==> src/rtl/sar_pkg.sv <==
// Shared types for the successive-approximation search controller:
// FSM state encoding and the decoded comparator verdict.
package sar_pkg;

  typedef enum logic [1:0] {
    IDLE  = 2'd0,
    PROBE = 2'd1,
    DONE  = 2'd2
  } sar_state_t;

  typedef enum logic [1:0] {
    EQ  = 2'd0,
    GT  = 2'd1,
    LT  = 2'd2,
    BAD = 2'd3
  } cmp_verdict_t;

  // Collapse the three comparator flags into a verdict; anything that is
  // not exactly one-hot is treated as a broken comparator.
  function automatic cmp_verdict_t decode_verdict(input logic eq,
                                                  input logic gt,
                                                  input logic lt);
    cmp_verdict_t v;
    case ({eq, gt, lt})
      3'b100:  v = EQ;
      3'b010:  v = GT;
      3'b001:  v = LT;
      default: v = BAD;
    endcase
    return v;
  endfunction

endpackage

==> src/rtl/sar_settle_cnt.sv <==
// Settle timer: reloaded with SETTLE whenever a new guess is presented and
// counts down; the strobe marks the cycle on which the comparator flags
// have had SETTLE cycles to settle and may be sampled.
module sar_settle_cnt
  import sar_pkg::*;
#(
  parameter int SETTLE = 1
) (
  input  logic clk,
  input  logic rst,
  input  logic load,
  output logic strobe
);

  localparam int CW = (SETTLE < 1) ? 1 : $clog2(SETTLE + 1);
  localparam logic [CW-1:0] LOAD_VAL = CW'(SETTLE);

  logic [CW-1:0] count;

  // Down-counter that parks at zero until the next guess reloads it.
  always_ff @(posedge clk) begin
    if (rst) begin
      count <= '0;
    end else if (load) begin
      count <= LOAD_VAL;
    end else if (count != '0) begin
      count <= count - 1'b1;
    end
  end

  assign strobe = (count == '0);

endmodule

==> src/rtl/sar_search.sv <==
// Binary-search controller in front of a magnitude comparator. It drives
// the comparator's a operand with a guess, reads back eq/gt/lt against a
// hidden target and narrows [lo, hi] until the target is found, the range
// is exhausted, or the comparator reports a non one-hot verdict.
module sar_search
  import sar_pkg::*;
#(
  parameter  int WIDTH  = 8,
  parameter  int SETTLE = 1,
  localparam int PW     = $clog2(WIDTH + 2)
) (
  input  logic             clk,
  input  logic             rst,
  input  logic             start,
  output logic [WIDTH-1:0] guess,
  input  logic             cmp_eq,
  input  logic             cmp_gt,
  input  logic             cmp_lt,
  output logic             busy,
  output logic             done,
  output logic             found,
  output logic             error,
  output logic [WIDTH-1:0] result,
  output logic [PW-1:0]    probes
);

  // Bounds carry one extra bit so hi can reach -1 and lo can reach 2^WIDTH.
  localparam logic [WIDTH:0] MAX_BOUND = {1'b0, {WIDTH{1'b1}}};

  sar_state_t       state, state_n;
  logic [WIDTH:0]   lo, hi, lo_n, hi_n;
  logic [WIDTH-1:0] guess_n, result_n;
  logic             busy_n, done_n, found_n, error_n;
  logic [PW-1:0]    probes_n;

  cmp_verdict_t     verdict;
  logic [WIDTH:0]   next_lo, next_hi;
  logic             exhausted;
  logic             cnt_load;
  logic             settle_strobe;

  function automatic logic [WIDTH-1:0] midpoint(input logic [WIDTH:0] l,
                                                input logic [WIDTH:0] h);
    logic [WIDTH:0] m;
    m = l + ((h - l) >> 1);
    return m[WIDTH-1:0];
  endfunction

  sar_settle_cnt #(
    .SETTLE (SETTLE)
  ) u_settle (
    .clk    (clk),
    .rst    (rst),
    .load   (cnt_load),
    .strobe (settle_strobe)
  );

  // Candidate bounds after the current verdict and whether the range is empty.
  // lo never goes negative and hi never exceeds 2^WIDTH-1, so lo is
  // zero-extended and hi sign-extended before the signed compare; this keeps
  // lo = 2^WIDTH from aliasing to a negative number.
  always_comb begin
    verdict = decode_verdict(cmp_eq, cmp_gt, cmp_lt);
    next_lo = lo;
    next_hi = hi;
    if (verdict == GT) begin
      next_hi = {1'b0, guess} - 1'b1;
    end
    if (verdict == LT) begin
      next_lo = {1'b0, guess} + 1'b1;
    end
    exhausted = $signed({1'b0, next_lo}) > $signed({next_hi[WIDTH], next_hi});
  end

  // Next-state and next-output logic for the search FSM.
  always_comb begin
    state_n  = state;
    lo_n     = lo;
    hi_n     = hi;
    guess_n  = guess;
    busy_n   = busy;
    done_n   = done;
    found_n  = found;
    error_n  = error;
    result_n = result;
    probes_n = probes;
    cnt_load = 1'b0;

    case (state)
      IDLE, DONE: begin
        if (start) begin
          lo_n     = '0;
          hi_n     = MAX_BOUND;
          guess_n  = midpoint('0, MAX_BOUND);
          probes_n = '0;
          busy_n   = 1'b1;
          done_n   = 1'b0;
          found_n  = 1'b0;
          error_n  = 1'b0;
          result_n = '0;
          cnt_load = 1'b1;
          state_n  = PROBE;
        end
      end

      PROBE: begin
        if (settle_strobe) begin
          probes_n = probes + 1'b1;
          case (verdict)
            EQ: begin
              found_n  = 1'b1;
              result_n = guess;
              busy_n   = 1'b0;
              done_n   = 1'b1;
              state_n  = DONE;
            end
            GT, LT: begin
              if (exhausted) begin
                found_n = 1'b0;
                busy_n  = 1'b0;
                done_n  = 1'b1;
                state_n = DONE;
              end else begin
                lo_n     = next_lo;
                hi_n     = next_hi;
                guess_n  = midpoint(next_lo, next_hi);
                cnt_load = 1'b1;
              end
            end
            default: begin
              error_n = 1'b1;
              found_n = 1'b0;
              busy_n  = 1'b0;
              done_n  = 1'b1;
              state_n = DONE;
            end
          endcase
        end
      end

      default: begin
        state_n = IDLE;
      end
    endcase
  end

  // State and output registers; reset wins over everything, including start.
  always_ff @(posedge clk) begin
    if (rst) begin
      state  <= IDLE;
      lo     <= '0;
      hi     <= '0;
      guess  <= '0;
      busy   <= 1'b0;
      done   <= 1'b0;
      found  <= 1'b0;
      error  <= 1'b0;
      result <= '0;
      probes <= '0;
    end else begin
      state  <= state_n;
      lo     <= lo_n;
      hi     <= hi_n;
      guess  <= guess_n;
      busy   <= busy_n;
      done   <= done_n;
      found  <= found_n;
      error  <= error_n;
      result <= result_n;
      probes <= probes_n;
    end
  end

endmodule

==> config.mk <==
export PLATFORM = sky130hd
export DESIGN_NAME = sar_search
export DESIGN_NICKNAME = d
export VERILOG_FILES = /design/src/rtl/sar_pkg.sv /design/src/rtl/sar_settle_cnt.sv /design/src/rtl/sar_search.sv
export SDC_FILE = /design/constraint.sdc
export NUM_CORES = 1
export LEC_CHECK = 0
export CORE_MARGIN = 5
export CORE_UTILIZATION = 43
export DETAILED_ROUTE_END_ITERATION = 16
export PLACE_DENSITY_LB_ADDON = 0.1
export SLEW_MARGIN = 20
export SYNTH_ARGS = -nofsm -noshare
export SYNTH_HDL_FRONTEND = slang
export SYNTH_SLANG_ARGS = --single-unit
==> constraint.sdc <==
create_clock -name clk -period 12.35 [get_ports clk]
set_clock_uncertainty 0.1 [all_clocks]
set_input_delay 3.0875 -clock clk [delete_from_list [all_inputs] [get_ports clk]]
set_output_delay 3.0875 -clock clk [all_outputs]
set_load 0.01 [all_outputs]
* Yosys cells after proc, flatten, opt, wreduce, memory -nomap -nowiden *
Cells that the tools add are included.

storage, ports and cells
  input port bits = 6
  memory bits (read-only) = 0
  output and inout bits = 24
  memories = 0
  flip-flop bits (word level) = 45
  RAM bits = 0
  bits in latches = 0
  word-level logic and storage cells = 97

operators by class
  $lt $le $gt $ge = 1
  bitwise gates (word level) = 0
  reductions and logical operators = 12
  equal/unequal tests = 14
  shift-type cells = 0
  mux-type cells = 53
  div/mod/pow operators = 0
  $add $sub $neg = 6
  multiply operators = 0

operator list
  cell                                                                   count
  9-bit 2-to-1 mux                                                       10
  8-bit 2-to-1 mux                                                       7
  9-bit one-hot mux with 2 select lines                                  2
  8-bit one-hot mux with 2 select lines                                  2
  1-bit 2-to-1 mux                                                       17
  1-bit one-hot mux with 2 select lines                                  6
  4-bit AND reduction                                                    3
  10-bit by 9-bit > comparator with 1-bit output                         1
  2-bit != test, second input constant                                   5
  8-bit by 1-bit adder with 9-bit output, second input constant          1
  8-bit by 1-bit subtractor with 9-bit output, second input constant     1
  9-bit subtractor                                                       1
  8-bit adder                                                            1
  2-bit 2-to-1 mux                                                       4
  4-bit 2-to-1 mux                                                       2
  4-bit one-hot mux with 2 select lines                                  1
  2-bit one-hot mux with 3 select lines                                  1
  3-bit AND reduction                                                    2
  5-bit AND reduction                                                    1
  4-bit by 1-bit adder with 4-bit output, second input constant          1
  2-bit by 1-bit equality test with 1-bit output, second input constant  2
  2-bit equality test, second input constant                             2
  2-bit zero test                                                        2
  2-bit one-hot mux with 2 select lines                                  1
  other kinds (9)                                                        10

* Logic depth before layout (Yosys ltp) *
  depth in word-level cells = 10
  mapped depth = 22
  depth with buffers taken out = 20

* Hierarchy *
From an unflattened synthesis, not the netlist that was laid out.

second synthesis, totals
  cells, all modules = 403
  area, all modules = 3,251.9 um^2

by module, submodules not included
  module          times used  area each (um^2)  sequential area each (um^2)  cells each
  sar_search      1           3,214.3           880.8                        400
  sar_settle_cnt  1           37.5              20.0                         3

* Worst setup path after synthesis *
Ideal clock, no wire load.

  kind = input-to-reg
  start = input port cmp_gt
  end = register guess[7]
  setup slack = 5,429 ps
  cell stages on the path = 18
  path buffers = 1
  setup time = 96 ps
  data required time = 12,154 ps
  arrival time = 6,726 ps
  path through = nor3b_1 -> ha_1 -> clkbuf_1 -> mux2i_1 -> inv_1 -> ha_1 -> a21o_1 -> a21oi_1 -> o21bai_1 -> a21oi_1 -> xnor2_1 -> ha_1 -> nand4_1 -> nand4b_1 -> a21o_1 -> a21oi_1 -> xnor2_1 -> o41ai_2

on the way
  longest elaborated chain between the ends = 10
  elaborated cells between the ends (all ways) = 19
  classes of those cells = add/sub (2); order compare (1); eq/ne (7); mux (7); reduce/logical (2)

ends and longest elaborated chain
  element                                                                                       RTL line                                               text
  start: declaration                                                                            sar_search.sv:17                                       input logic cmp_gt,
  3-bit by 1-bit equality test with 1-bit output (tied with other cells)                        sar_pkg.sv:24                                          case ({eq, gt, lt})
  2-bit one-hot mux with 3 select lines (*)                                                     sar_pkg.sv:24
  2-bit by 1-bit equality test with 1-bit output / 2-bit equality test (equally long branches)  sar_search.sv:66, sar_search.sv:109, sar_search.sv:69
  9-bit 2-to-1 mux, on equally long branches                                                    sar_search.sv:66, sar_search.sv:69
  9-bit subtractor                                                                              sar_search.sv:45                                       m = l + ((h - l) >> 1);
  8-bit adder                                                                                   sar_search.sv:45
  8-bit 2-to-1 mux                                                                              sar_search.sv:118                                      if (exhausted) begin
  8-bit 2-to-1 mux                                                                              sar_search.sv:109                                      case (verdict)
  8-bit 2-to-1 mux                                                                              sar_search.sv:107                                      if (settle_strobe) begin
  8-bit one-hot mux with 2 select lines                                                         sar_search.sv:89                                       case (state)
  end signal: assignment                                                                        sar_search.sv:164                                      guess <= guess_n;
  end: declaration                                                                              sar_search.sv:15                                       output logic [WIDTH-1:0] guess,

Mark *: on every way between the ends. The rest lies on a longest branch, timed or not. The select of a mux whose other input is x is not followed.
A chain may end at the register's enable or synchronous reset.

* Worst setup path in the final report *
  start = input port cmp_lt
  end = register lo[7]

on the way
  longest elaborated chain between the ends = 8
  elaborated cells between the ends (all ways) = 17
  classes of those cells = order compare (1); eq/ne (7); mux (7); reduce/logical (2)

ends and longest elaborated chain
  element                                                                                                 RTL line           text
  start: declaration                                                                                      sar_search.sv:18   input logic cmp_lt,
  3-bit by 1-bit equality test with 1-bit output (tied with other cells)                                  sar_pkg.sv:24
  2-bit one-hot mux with 3 select lines (*)                                                               sar_pkg.sv:24
  parallel branches: the longest is 6 deep, another holds 10-bit by 9-bit > comparator with 1-bit output  n/a
  end signal: assignment                                                                                  sar_search.sv:162  lo <= lo_n;
  end: declaration                                                                                        sar_search.sv:31   logic [WIDTH:0] lo, hi, lo_n, hi_n;

Every way passes the cells marked *. The select of a mux whose other input is x is not followed.

==> run_summary.xml <==
<?xml version="1.0" encoding="UTF-8"?>
<metrics>
  <group name="synth">
    <metric name="syn_area_per_cell" unit="sq um">8.301</metric>
    <metric name="synthTopCellsByArea" unit="">dfxtp_1 (30%), ha_1 (13%), nor2_1 (4.6%)</metric>
    <metric name="synth_top_cell_by_area" unit="">dfxtp_1</metric>
    <metric name="syn-num-nets" unit="">403</metric>
    <metric name="number_of_distinct_library_cell_variants_in_the_gate_level_netlist_after_synthesis" unit="">46</metric>
    <metric name="synth-async-reset-ratio" unit="%">0</metric>
    <metric name="yosys_reg_bits" unit="">45</metric>
    <metric name="synth-edff-count" unit="">0</metric>
    <metric name="ys_dominant_reg_cell" unit="">dfxtp_1</metric>
    <metric name="synth_sequential_area_ratio" unit="%">29.81</metric>
    <metric name="synthesis.yosys.warnings" unit="">0</metric>
    <metric name="postSynthCellCount" unit="">364</metric>
    <metric name="synthesis.area" unit="sq um">3022</metric>
    <metric name="yosysTopAreaCellShare" unit="%">29.81</metric>
  </group>
  <group name="setup_path">
    <metric name="critical_path.most_common_cell" unit="">ha_1</metric>
    <metric name="cp.buffers_inverters" unit="">3</metric>
    <metric name="critical_path.startpoint_type" unit="">input port</metric>
    <metric name="worstPathArrival" unit="ns">7.99</metric>
    <metric name="critPathRequiredTime" unit="ns">12.50</metric>
    <metric name="critical_path.top_delay_family" unit="">compound AO/OA/AOI/OAI gates</metric>
    <metric name="critical_path.cell_chain" unit="">clkdlybuf4s50_1 -&gt; nor3b_1 -&gt; ha_1 -&gt; mux2i_1 -&gt; inv_1 -&gt; ha_1 -&gt; a21o_1 -&gt; a221o_1 -&gt; a2111oi_2 -&gt; nor4_4 -&gt; buf_4 -&gt; nor2_1 -&gt; a22o_1</metric>
    <metric name="ff2ff_setup_slack" unit="ns">8.00</metric>
    <metric name="critical_path.reg2reg.endpoint" unit="">lo[7]</metric>
    <metric name="timing.critical_path.fanout_max" unit="">31</metric>
    <metric name="worst_r2r_startpoint" unit="">guess[0]</metric>
    <metric name="cpMaxStageDelayCell" unit="">ha_1</metric>
    <metric name="cpPeakStageDelay" unit="ns">0.65</metric>
    <metric name="reg2reg_depth" unit="">12</metric>
    <metric name="cp-end-kind" unit="">flop</metric>
    <metric name="worstSetupPathType" unit="">input port to flop</metric>
  </group>
  <group name="routing">
    <metric name="vias" unit="">2560</metric>
    <metric name="post_route_ant_nets" unit="">0</metric>
    <metric name="routedLengthMet1" unit="microns">3804</metric>
    <metric name="drt_first_pass_iters" unit="">4</metric>
    <metric name="met2_length" unit="microns">3190</metric>
    <metric name="post_drt_via_cell_ratio" unit="">5.333</metric>
    <metric name="routedWlPerCell" unit="microns">15.62</metric>
    <metric name="finalWirelength" unit="microns">7499</metric>
    <metric name="met3_wirelength" unit="microns">438</metric>
    <metric name="drt_iter0_markers" unit="">125</metric>
    <metric name="top_layer" unit="">met4</metric>
    <metric name="drt_drc_violations_left" unit="">0</metric>
  </group>
  <group name="sta">
    <metric name="tightest_slew" unit="ns">0.6576</metric>
    <metric name="timing_max_transition_violations_final" unit="">0</metric>
    <metric name="fin_tns_setup" unit="ns">0</metric>
    <metric name="finalWorstPathRequiredPeriod" unit="ns">7.834</metric>
    <metric name="final_hold_viol_count" unit="">0</metric>
    <metric name="fmax" unit="MHz">127.7</metric>
    <metric name="timing.final.ws_setup" unit="ns">4.516</metric>
    <metric name="hold-worst-slack" unit="ns">0.3526</metric>
    <metric name="rsz0062_at_grt" unit="">no</metric>
    <metric name="setup_viol_count_final" unit="">0</metric>
    <metric name="ratio_of_final_minimum_period_to_clock_period" unit="%">63.43</metric>
    <metric name="slew_headroom" unit="%">56.00</metric>
  </group>
  <group name="clock_tree">
    <metric name="max-clock-path-buffers" unit="">2</metric>
    <metric name="cts-htree-levels" unit="">2</metric>
    <metric name="tritoncts_num_sinks" unit="">45</metric>
    <metric name="cts_hold_buffers" unit="">0</metric>
    <metric name="cts-root-buf" unit="">clkbuf_8</metric>
    <metric name="cts_buf_count" unit="">5</metric>
    <metric name="clk-insertion-delay-late" unit="ns">0.30</metric>
    <metric name="clock_tree_from_tritoncts" unit="">done</metric>
    <metric name="cts_resized" unit="">0</metric>
    <metric name="cts.clk_slew.worst_paths" unit="ns">0.09</metric>
    <metric name="number_of_post_cts_setup_repair_buffers" unit="">0</metric>
  </group>
  <group name="cells_and_area">
    <metric name="nNetsFinal" unit="">423</metric>
    <metric name="regArea" unit="sq um">900.9</metric>
    <metric name="n_antenna_cell" unit="">0</metric>
    <metric name="design_area" unit="sq um">3465</metric>
    <metric name="nFillCells" unit="">677</metric>
    <metric name="number_of_standard_cells_in_the_final_layout_excluding_fillers" unit="">480</metric>
    <metric name="multiInputGateArea" unit="sq um">1921</metric>
    <metric name="area_delta_synth_final" unit="%">14.66</metric>
    <metric name="proportion_of_layout_cells_with_a_drive_suffix_above_1" unit="%">4.688</metric>
  </group>
  <group name="global_routing">
    <metric name="gr_util_all_layers" unit="%">17.72</metric>
    <metric name="vias_in_the_first_global_route" unit="">2349</metric>
    <metric name="antenna_found_initial" unit="">0</metric>
    <metric name="grt-ovfl-total" unit="">0</metric>
    <metric name="grt_max_degree" unit="">32</metric>
    <metric name="first_pass_grt_wire_length" unit="microns">12240</metric>
  </group>
  <group name="placed_design">
    <metric name="place_ws" unit="ns">4.151</metric>
    <metric name="postPlaceCellArea" unit="sq um">3374</metric>
    <metric name="place.port_buffers" unit="">29</metric>
    <metric name="placedCellCount" unit="">473</metric>
    <metric name="dp.final_hpwl" unit="microns">5652</metric>
    <metric name="globalplace.congestion" unit="">0.8906</metric>
  </group>
  <group name="worst_hold_path">
    <metric name="min_to" unit="">done</metric>
    <metric name="holdCritStartpoint" unit="">done</metric>
    <metric name="holdCritPathClass" unit="">flop to flop</metric>
    <metric name="hold_path_depth" unit="">2</metric>
  </group>
  <group name="power">
    <metric name="power_frac_comb" unit="%">33.7</metric>
    <metric name="peakVddDrop" unit="uV">55.42</metric>
    <metric name="cellLeakagePower" unit="nW">1.389</metric>
    <metric name="internal_power" unit="mW">0.2538</metric>
    <metric name="power.clock.fraction" unit="%">24.5</metric>
    <metric name="switchingPower" unit="mW">0.1409</metric>
    <metric name="seq_power_share" unit="%">41.8</metric>
    <metric name="powerDensity" unit="nW/um^2">113.9</metric>
    <metric name="power.switching_fraction" unit="%">35.70</metric>
  </group>
  <group name="floorplan">
    <metric name="dieArea" unit="sq um">8803</metric>
    <metric name="die_x" unit="microns">93.83</metric>
    <metric name="die_height" unit="microns">93.83</metric>
    <metric name="floorplan.rows" unit="">30</metric>
    <metric name="initial_core_util" unit="%">44.23</metric>
    <metric name="design.core.area" unit="sq um">6832</metric>
    <metric name="io_pins" unit="">30</metric>
  </group>
  <group name="flow_run">
    <metric name="drv.max_cap_violation_count" unit="">0</metric>
  </group>
  <group name="outcome">
    <metric name="status" unit="">completed</metric>
  </group>
</metrics>
==> through the flow <==
step                      utilization, %  power, mW
after floorplan                        -     0.2638
after global placement             49.40     0.3005
after detailed placement           49.40     0.3006
after CTS                          50.71     0.3974
after global routing               50.71     0.4201
final                              50.71     0.3948
==> cell usage in the layout (no fill, tap or decap), drive strengths merged, types with 2 or more instances in the layout <==
master         count
dfxtp             45
nor2              37
ha                31
inv               30
clkdlybuf4s50     29
nor3              24
nand2             22
a21oi             21
o21ai             17
xor2              13
xnor2             13
a211oi            11
a22o              10
a22oi              9
a21o               7
nand3              6
clkbuf             6
nand4              5
nand2b             5
nor2b              5
nor3b              4
a311oi             4
buf                4
nor4               3
or3                2
o21a               2
and3               2
a221o              2
fa                 2
o41ai              2
==> worst max path at each step <==
| stage | from | endpoint | slack (ns) | cells past startpoint |
|---|---|---|---|---|
| 3_5_place_dp | cmp_lt | lo[5] | 4.15 | 13 |
| 6_report | cmp_lt | lo[7] | 4.52 | 13 |
| 3_3_place_gp | cmp_lt | guess[7] | 4.19 | 18 |
| 4_1_cts | cmp_lt | lo[7] | 4.47 | 13 |
| 2_1_floorplan | cmp_gt | guess[7] | 5.43 | 18 |
| 5_1_grt | cmp_lt | guess[7] | 4.04 | 18 |
==> sequential cells by signal (all words and copies together), names as in the netlist <==
register,flops
guess,8
done,1
found,1
probes,4
busy,1
error,1
hi,9
state,2
lo,9
result,8
u_settle.count,1
==> area by class of cell <==
class,instances,area share (%)
clock buffer,6,2.384
clock inverter,1,0.2167
inverter,30,3.250
multi-input combinational,269,55.44
sequential,45,26.00
tap,96,3.467
timing repair buffer,33,9.245
==> power by group through the flow <==
stage | clock network (mW) | logic (mW) | registers (mW)
finish | 0.0968 | 0.133 | 0.165
global route | 0.105 | 0.149 | 0.166
CTS | 0.0989 | 0.134 | 0.165
detailed placement | 0 | 0.132 | 0.168
global placement | 0 | 0.132 | 0.168
floorplan | 0 | 0.101 | 0.162
==> cell families after synthesis <==
kind of cell / synth area share (%)
adders and majority gates: 14.16
AOI/OAI and AO/OA: 21.70
and+or+nand+nor: 19.54
muxes: 0.3313
xor gates and xnor gates: 7.536
DFF: 29.81
buffers and inverters: 6.915
==> worst reg2reg max path, stage by stage (launching register included) <==
cell and delay (ns):
dfxtp_1 0.58, inv_1 0.09, ha_1 0.32, mux2i_1 0.45
inv_1 0.21, ha_1 0.37, a21o_1 0.19, a221o_1 0.38
a2111oi_2 0.50, nor4_4 0.07, buf_4 0.25, nor2_1 0.54
a22o_1 0.24
==> layer usage <==
metal  GRT usage [%]  up-vias
li1                -     1318
met1           26.78     1184
met2           25.13       52
met3           3.846        6
met4           4.573        0
met5               0        -
==> synthesized netlist by cell type, drive strengths merged, types with 9 or more instances <==
cell type and n:
inv 30, xnor2 13, xor2 13, o21ai 17, ha 31, a22oi 9, nand2 22, a21oi 21
a22o 10, nor2 37, buf 10, a211oi 11, dfxtp 45, nor3 24, clkbuf 10
Note: power is estimated with default switching activity, not from simulation.
